===== config.mk =====
export PLATFORM = sky130hd
export DESIGN_NAME = concat_pingpong_buffer_flat
export DESIGN_NICKNAME = d
export VERILOG_FILES = /design/src/rtl/concat_pingpong_buffer_if.sv /design/src/rtl/concat_pingpong_buffer.sv /design/src/flat_wrapper.sv
export SDC_FILE = /design/constraint.sdc
export NUM_CORES = 2
export LEC_CHECK = 0
export CAP_MARGIN = 20
export CORE_MARGIN = 8
export CORE_UTILIZATION = 52
export DETAILED_ROUTE_END_ITERATION = 16
export GPL_TIMING_DRIVEN = 0
export PLACE_DENSITY_LB_ADDON = 0.1
export SLEW_MARGIN = 20
export SYNTH_ARGS = -nofsm -noshare
export SYNTH_HDL_FRONTEND = slang
export SYNTH_SLANG_ARGS = --single-unit

===== constraint.sdc =====
create_clock -name clk_i -period 3.17 [get_ports clk_i]
set_input_delay 0.317 -clock clk_i [delete_from_list [all_inputs] [get_ports clk_i]]
set_output_delay 0.317 -clock clk_i [all_outputs]
set_load 0.03 [all_outputs]

===== src/rtl/concat_pingpong_buffer_if.sv =====
// -----------------------------------------------------------------------------
// concat_pingpong_buffer_if
// Bundles the word-input handshake and the block-output/release signals of the
// ping-pong concatenation buffer.
//   in_data   : input word (DATA_SIZE bits)
//   in_valid  : in_data is valid this cycle
//   in_last   : qualified by in_valid, closes the current block
//   in_ready  : buffer can accept a word this cycle
//   out_data  : flattened presented bank, entry i at [i*DATA_SIZE +: DATA_SIZE]
//   out_valid : out_data holds a closed block
//   out_count : number of valid entries in the presented block
//   out_ack   : consumer releases the presented block
//   full      : both banks closed, input stalled
// master = upstream producer plus downstream consumer, slave = the buffer.
// -----------------------------------------------------------------------------
interface concat_pingpong_buffer_if #(
  parameter int DATA_SIZE    = 8,
  parameter int NUM_MATRICES = 2
);
  localparam int NO_REG = 64 * NUM_MATRICES;
  localparam int CNT_W  = $clog2(NO_REG + 1);

  logic [DATA_SIZE-1:0]        in_data;
  logic                        in_valid;
  logic                        in_last;
  logic                        in_ready;
  logic [DATA_SIZE*NO_REG-1:0] out_data;
  logic                        out_valid;
  logic [CNT_W-1:0]            out_count;
  logic                        out_ack;
  logic                        full;

  modport master (
    output in_data, in_valid, in_last, out_ack,
    input  in_ready, out_data, out_valid, out_count, full
  );

  modport slave (
    input  in_data, in_valid, in_last, out_ack,
    output in_ready, out_data, out_valid, out_count, full
  );
endinterface


===== src/rtl/concat_pingpong_buffer.sv =====
// -----------------------------------------------------------------------------
// concat_pingpong_buffer
// Collects DATA_SIZE-bit words into NO_REG-entry blocks (one or more 64-word
// ChaCha20 state matrices). Two banks alternate: one fills from upstream while
// the other is presented to the consumer until it is acknowledged. A block
// closes when its last slot is written or when in_last accompanies a word.
// Ports:
//   clk_i  : rising-edge clock
//   rst_ni : asynchronous active-low reset
//   bus_io : slave side of concat_pingpong_buffer_if (handshake + block output)
// -----------------------------------------------------------------------------
module concat_pingpong_buffer #(
  parameter int DATA_SIZE    = 8,
  parameter int NUM_MATRICES = 2
) (
  input  logic                   clk_i,
  input  logic                   rst_ni,
  concat_pingpong_buffer_if.slave bus_io
);
  localparam int NO_REG = 64 * NUM_MATRICES;
  localparam int CNT_W  = $clog2(NO_REG + 1);
  localparam int PTR_W  = $clog2(NO_REG);

  typedef enum logic [1:0] {
    ST_EMPTY   = 2'd0,
    ST_FILLING = 2'd1,
    ST_FULL    = 2'd2
  } bank_state_e;

  bank_state_e                             state_q [0:1];
  bank_state_e                             state_d [0:1];
  logic [CNT_W-1:0]                        cnt_q   [0:1];
  logic [CNT_W-1:0]                        cnt_d   [0:1];
  logic                                    wr_bank_q, wr_bank_d;
  logic                                    rd_bank_q, rd_bank_d;
  logic [PTR_W-1:0]                        wr_ptr_q, wr_ptr_d;
  logic                                    in_ready_q, in_ready_d;
  logic                                    out_valid_q, out_valid_d;
  logic                                    full_q, full_d;
  logic [CNT_W-1:0]                        out_count_q, out_count_d;
  logic [1:0][NO_REG-1:0][DATA_SIZE-1:0]   mem_q;

  logic accept_s;
  logic close_s;
  logic release_s;

  // Handshake qualifiers; in_ready_q is a flop so in_valid never reaches in_ready.
  assign accept_s  = bus_io.in_valid & in_ready_q;
  assign close_s   = accept_s & ((wr_ptr_q == PTR_W'(NO_REG - 1)) | bus_io.in_last);
  assign release_s = bus_io.out_ack & out_valid_q;

  // Next-state for bank FSMs, pointers, counts and registered status outputs.
  always_comb begin
    state_d   = state_q;
    cnt_d     = cnt_q;
    wr_bank_d = wr_bank_q;
    rd_bank_d = rd_bank_q;
    wr_ptr_d  = wr_ptr_q;

    for (int b = 0; b < 2; b++) begin
      case (state_q[b])
        ST_EMPTY, ST_FILLING: begin
          if (accept_s && (wr_bank_q == 1'(b))) begin
            state_d[b] = close_s ? ST_FULL : ST_FILLING;
          end else begin
            state_d[b] = state_q[b];
          end
        end
        ST_FULL: begin
          if (release_s && (rd_bank_q == 1'(b))) begin
            state_d[b] = ST_EMPTY;
          end else begin
            state_d[b] = ST_FULL;
          end
        end
        default: state_d[b] = ST_EMPTY;
      endcase
    end

    if (close_s) begin
      cnt_d[wr_bank_q] = CNT_W'(wr_ptr_q) + CNT_W'(1'b1);
      wr_bank_d        = ~wr_bank_q;
      wr_ptr_d         = {PTR_W{1'b0}};
    end else if (accept_s) begin
      wr_ptr_d = wr_ptr_q + PTR_W'(1'b1);
    end else begin
      wr_ptr_d = wr_ptr_q;
    end

    // Close and release never target the same bank: a FULL bank cannot be written.
    if (release_s) begin
      cnt_d[rd_bank_q] = {CNT_W{1'b0}};
      rd_bank_d        = ~rd_bank_q;
    end else begin
      rd_bank_d = rd_bank_q;
    end

    // Decoded from next state so the flops line up with the bank they describe.
    in_ready_d  = (state_d[wr_bank_d] != ST_FULL);
    out_valid_d = (state_d[rd_bank_d] == ST_FULL);
    full_d      = (state_d[0] == ST_FULL) && (state_d[1] == ST_FULL);
    out_count_d = cnt_d[rd_bank_d];
  end

  // Control and status registers.
  always_ff @(posedge clk_i or negedge rst_ni) begin
    if (!rst_ni) begin
      state_q[0]  <= ST_EMPTY;
      state_q[1]  <= ST_EMPTY;
      cnt_q[0]    <= {CNT_W{1'b0}};
      cnt_q[1]    <= {CNT_W{1'b0}};
      wr_bank_q   <= 1'b0;
      rd_bank_q   <= 1'b0;
      wr_ptr_q    <= {PTR_W{1'b0}};
      in_ready_q  <= 1'b1;
      out_valid_q <= 1'b0;
      full_q      <= 1'b0;
      out_count_q <= {CNT_W{1'b0}};
    end else begin
      state_q     <= state_d;
      cnt_q       <= cnt_d;
      wr_bank_q   <= wr_bank_d;
      rd_bank_q   <= rd_bank_d;
      wr_ptr_q    <= wr_ptr_d;
      in_ready_q  <= in_ready_d;
      out_valid_q <= out_valid_d;
      full_q      <= full_d;
      out_count_q <= out_count_d;
    end
  end

  // Bank storage: released bank is zeroed so entries past out_count read as zero.
  always_ff @(posedge clk_i or negedge rst_ni) begin
    if (!rst_ni) begin
      mem_q <= '0;
    end else begin
      if (release_s) begin
        mem_q[rd_bank_q] <= '0;
      end
      if (accept_s) begin
        mem_q[wr_bank_q][wr_ptr_q] <= bus_io.in_data;
      end
    end
  end

  assign bus_io.in_ready  = in_ready_q;
  assign bus_io.out_valid = out_valid_q;
  assign bus_io.full      = full_q;
  assign bus_io.out_count = out_count_q;
  assign bus_io.out_data  = mem_q[rd_bank_q];

endmodule

===== src/flat_wrapper.sv =====
// flat-port wrapper written by rule: the top's interface ports become plain ports
module concat_pingpong_buffer_flat 
#(
  parameter int DATA_SIZE    = 8,
  parameter int NUM_MATRICES = 2
)
  (clk_i, rst_ni, bus_io_in_data, bus_io_in_valid, bus_io_in_last, bus_io_out_ack, bus_io_in_ready, bus_io_out_data, bus_io_out_valid, bus_io_out_count, bus_io_full);
  concat_pingpong_buffer_if #(.DATA_SIZE(DATA_SIZE), .NUM_MATRICES(NUM_MATRICES)) bus_io_i ();
  input  logic clk_i;
  input  logic rst_ni;
  input wire logic [$bits(bus_io_i.in_data)-1:0] bus_io_in_data;
  input wire logic [$bits(bus_io_i.in_valid)-1:0] bus_io_in_valid;
  input wire logic [$bits(bus_io_i.in_last)-1:0] bus_io_in_last;
  input wire logic [$bits(bus_io_i.out_ack)-1:0] bus_io_out_ack;
  output wire logic [$bits(bus_io_i.in_ready)-1:0] bus_io_in_ready;
  output wire logic [$bits(bus_io_i.out_data)-1:0] bus_io_out_data;
  output wire logic [$bits(bus_io_i.out_valid)-1:0] bus_io_out_valid;
  output wire logic [$bits(bus_io_i.out_count)-1:0] bus_io_out_count;
  output wire logic [$bits(bus_io_i.full)-1:0] bus_io_full;
  assign bus_io_i.in_data = bus_io_in_data;
  assign bus_io_i.in_valid = bus_io_in_valid;
  assign bus_io_i.in_last = bus_io_in_last;
  assign bus_io_i.out_ack = bus_io_out_ack;
  assign bus_io_in_ready = bus_io_i.in_ready;
  assign bus_io_out_data = bus_io_i.out_data;
  assign bus_io_out_valid = bus_io_i.out_valid;
  assign bus_io_out_count = bus_io_i.out_count;
  assign bus_io_full = bus_io_i.full;
  concat_pingpong_buffer #(.DATA_SIZE(DATA_SIZE), .NUM_MATRICES(NUM_MATRICES)) u_core (.clk_i(clk_i), .rst_ni(rst_ni), .bus_io(bus_io_i));
endmodule

# Word level (Yosys, flattened, before mapping)

Cells that the tools add are included.

Latch bits: 0
Input bits: 13
ROM bits: 0
Bits in writable memories: 0
Memories kept: 0
Register bits: 2088
Word-level logic and storage cells: 357
Output and inout bits: 1035

$lt $le $gt $ge: 12
Add/subtract/negate cells: 2
Reduce and logical (&&, ||, !) cells: 15
Div/mod/pow operators: 0
Multipliers: 0
Shift-type cells: 0
Equality and inequality tests: 9
Multiplexer cells: 38
Bitwise logic cells: 14

Operators by type and width:

| kind                                                       | count |
|---|---|
| 2-to-1 mux 1024 bit                                        | 4 |
| 2-to-1 mux 2048 bit                                        | 2 |
| bitwise AND 2048 bit                                       | 1 |
| bitwise mux 2048 bit                                       | 1 |
| demux 1024 bit (select 1 bit)                              | 2 |
| inverter 2048 bit                                          | 1 |
| demux 8 bit (select 7 bit)                                 | 1 |
| 2-to-1 mux 8 bit                                           | 6 |
| 2-to-1 mux 16 bit                                          | 2 |
| 2-to-1 mux 2 bit                                           | 11 |
| bitwise AND 16 bit                                         | 1 |
| bitwise mux 16 bit                                         | 1 |
| demux 8 bit (select 1 bit)                                 | 2 |
| inverter 16 bit                                            | 1 |
| 2-to-1 mux 7 bit                                           | 2 |
| == test 2 bit, second input constant                       | 5 |
| logical AND 1 bit                                          | 10 |
| adder 7 x 1 -> 8 bit, second input constant                | 1 |
| greater-or-equal comparator 2 bit, second input constant   | 4 |
| less-than comparator 7 x 8 -> 1 bit, second input constant | 1 |
| inverter 1 -> 2 bit                                        | 4 |
| case mux 2 bit (2 select lines)                            | 2 |
| adder 7 x 1 -> 7 bit, second input constant                | 1 |
| == test 7 bit, second input constant                       | 1 |
| other kinds (13)                                           | 23 |

# Logic depth before layout (Yosys ltp)

Depth in word-level cells: 12
Mapped depth: 9
Depth with buffers taken out: 6

# Least setup slack after synthesis

No wires, ideal clock.

Path kind: flip-flop to output port
From: register u_core.rd_bank_q
To: output port bus_io_out_data[1003]
Required time: 2.853 ns
Cell stages (with the launch flop): 6
Arrival: 1.870 ns
Path buffers: 4
Path slack: 0.983 ns
Cell sequence: dfrtp_1 buf_2 clkbuf_1 clkbuf_1 clkbuf_1 mux2_2

Cells in the longest elaborated chain, start to end: 2

RTL lines:

| what                                                   | line                          | text |
|---|---|---|
| from (decl)                                            | concat_pingpong_buffer.sv:35  | `logic rd_bank_q, rd_bank_d;` |
| from (signal assigned)                                 | concat_pingpong_buffer.sv:123 | `rd_bank_q <= rd_bank_d;` |
| 2-to-1 mux 1024 bit (not written as such) (2 in a row) | concat_pingpong_buffer.sv:150 | `assign bus_io.out_data = mem_q[rd_bank_q];` |
| to (decl)                                              | flat_wrapper.sv:16            | `output wire logic [$bits(bus_io_i.out_data)-1:0] bus_io_out_data;` |

No other way between the ends. The select of a mux whose other input is x is not followed.

# Worst setup path in the final report

From: register u_core.rd_bank_q
To: output port bus_io_out_data[195]

The elaborated chain is that of the path after synthesis.

==> metrics.md <==
| Metric | Value |
|---|---|
| Met1 wire length | 143700 microns |
| Routed wl met3 | 37910 microns |
| H-tree levels | 4 |
| IO Count | 1048 |
| Routed len/inst | 28.46 microns |
| Cell area after synthesis | 94180 sq um |
| Port bufs | 1039 |
| Vias per inst | 6.060 |
| Die area | 195000 sq um |
| Number of synthesized flops with an enable pin | 0 |
| Crit Path Category | reg -> out |
| Worst EP arrival | 2.88 ns |
| GPL Wtd Cong | 0.9320 |
| Netlist cell types | 40 |
| CTS Sinks | 2088 |
| DR vias | 83450 |
| CP startpoint kind | register |
| Layout cells sized above 1 | 20.55% |
| Gr ovfl total | 0 |
| Yosys warns | 0 |
| Violated checks | hold timing, setup timing |
| Worst Tran Pin Value | 1.287 ns |
| RSZ-0062 raised after global routing | yes |
| Final Hold Fails | 405 |
| Period utilization | 101.0% |
| Layout Nets | 11240 |
| Slew Limit Headroom | 14.18% |
| Area after DPL | 108500 sq um |
| Initial DRT Pass Iterations | 8 |
| Commonest non-fill, non-tap cell in the layout | nand2_1 |
| Worst-path maximum fanout | 10 |
| PD cells | 602.3 nW/um^2 |
| Asr flop ratio synth | 100.0% |
| DRC Markers | 0 |
| Final ANT Viol Nets | 0 |
| Final Cell Area | 114700 sq um |
| First-pass GRT wire length | 555100 microns |
| Seq/Total Area, Yosys | 55.48% |
| Max Freq | 312.4 MHz |
| Shortest period the worst path allows | 3.201 ns |
| Total Routed Length | 391900 microns |
| Later-pin clock latency in the skew report | 0.86 ns |
| P&R area growth vs syn | 21.82% |
| Clock-pin slew on the worst setup and hold paths | 0.06 ns |
| Reg2reg start | u_core.wr_ptr_q[0] |
| Clock buffer depth | 3 |
| Dominant register cell in the synthesized netlist | dfrtp_1 |
| Pleak | 54.52 nW |
| Type of the tightest min-delay check | in -> async |
| Final hold slack | -0.7565 ns |
| Clk root buf | clkbuf_16 |
| Clk_skew | 0.02942 ns |
| Syn_nets | 9920 |
| Vias in the first global route | 80360 |
| Placeable Area | 180400 sq um |
| Initial antenna violation count | 21 |
| WL met2 | 168800 microns |
| Maxcap violations | 0 |
| Peak supply drop | 0.0004939 V |
| Status | finished, violations left |
| Starting DRT DRC Count | 9687 |
| Max Transition Viols Final | 0 |
| Overall routing resource usage | 38.79% |
| Mapped Cells | 9904 |
| Die Span X | 441.6 microns |
| Total CTS buffers | 215 |
| Uppermost routed layer | met5 |
| Cells after DPL | 13350 |
| CP startpoint | u_core.rd_bank_q |
| Chip height | 441.6 microns |
| Filler Cell Count | 15260 |
| Power consumption | 69.10 mW |
| Most frequent cells in the layout | 2830 x nand2_1, 2087 x dfrtp_1, 1993 x o21ai_0 |
| CTS tree | built |
| Hpwl dp | 278400 microns |
| Worst path required time | 2.85 ns |
| FP Rows | 156 |
| # setup viols final | 14 |
| Final WS setup | -0.03094 ns |
| Avg Cell Area, Syn | 9.509 sq um |
| Maximum number of pins on one net before global-route repair | 149 |
| Worst setup EP type | primary output |
| Final std cells w/o fill | 13770 |
| Starting Density | 52.22% |
| #FFs+latches synth | 2088 |
-- power by group --
group	total, mW	internal (mW)	switching [mW]	leakage (nW)
clock	26.1	15.0	11.0	3.51
sequential	27.9	27.4	0.459	29.1
combinational	15.1	4.99	10.2	21.9
-- cell usage after synthesis (44+ instances only) --
master	n	area (sq um)
o21ai_1	62	310.3
dfrtp_1	2087	52230
nand3_1	707	3538
mux2_2	1025	11540
clkbuf_1	581	2181
buf_1	77	289.0
nor3_1	53	265.3
nor2_1	44	165.2
nor3_2	117	1171
o21ai_0	1993	9975
buf_2	225	1126
nand2_1	2833	10630
-- timing repair --
item	4_1_cts	5_1_grt
pin swaps	1	3
setup buffers	6	8
gates resized for setup	2072	719
gates cloned	3	3
hold endpoints to repair	140	145
setup endpoints to repair	1999	1445
-- layout make-up --
class                   instances  area (sq um)  area share, %
repair buffers               1101          9415          8.207
flip-flops and latches       2088         52250          45.54
multi-input cells            6918         38470          33.53
inverters                      14         52.55        0.04580
well taps                    2370          2965          2.585
clock buffers                 310          6233          5.433
plain buffers                 884          4427          3.858
diodes                         16         40.04        0.03490
clock inverters                70         877.1         0.7645
-- state kept, by name (all words and copies together), names as in the netlist --
| register | cells |
|---|---|
| u_core.bus_io.full | 1 |
| u_core.rd_bank_q | 1 |
| u_core.cnt_q | 16 |
| u_core.bus_io.in_ready | 1 |
| u_core.wr_ptr_q | 7 |
| u_core.state_q | 4 |
| u_core.bus_io.out_count | 8 |
| u_core.mem_q | 2048 |
| u_core.wr_bank_q | 1 |
| u_core.bus_io.out_valid | 1 |
-- critical path, stage by stage (launching register included) --
cell and delay, ns:
dfrtp_1 0.41, buf_12 0.16, buf_12 0.12, buf_4 0.25, clkbuf_4 0.30, mux2_2 0.36, clkdlybuf4s15_2 0.40
-- through the flow --
step / hold slack [ns] / setup slack, ns / util [%] / setup TNS, ns
floorplan: 0.02141 / 0.9828 / - / 0
global placement: 0.4403 / -92.18 / 59.63 / -
detailed placement: 0.1021 / -1.575 / 60.17 / -1274.95
CTS: -0.8154 / -0.2541 / 64.12 / -61.90
global route: -0.7858 / -0.05016 / 63.59 / -1.037
finish: -0.7565 / -0.03094 / 63.61 / -0.1572
-- worst paths after layout --
| kind | end | slack (ns) | depth (start not counted) |
|---|---|---|---|
| setup / recovery | bus_io_out_data[195] | -0.03 | 6 |
| hold / removal | u_core.mem_q[884] | -0.76 | 1 |
| setup reg to reg | u_core.mem_q[1842] | -0.03 | 8 |
| hold reg to reg | u_core.state_q[2] | 0.46 | 1 |
| max in group asynchronous | u_core.mem_q[412] | 0.64 | 9 |
| min in group clk_i | u_core.wr_ptr_q[2] | 0.21 | 4 |
-- metal layers --
layer | track usage [%] | up-vias
met2 | 57.20 | 4664
met4 | 32.85 | 10
met3 | 9.776 | 1132
met5 | 0 | -
li1 | - | 36070
met1 | 47.85 | 41570
-- cell families after synthesis --
group           after synthesis  synth area share (%)
simple gates               3797                 17.08
compound gates             2072                 11.04
flops                      2088                 55.48
mux                        1041                 12.43
xor+xnor                      5               0.04651
fa+ha+maj                     3               0.03986
buf+inv                     898                 3.882
Note: power is estimated with default switching activity, not from simulation.
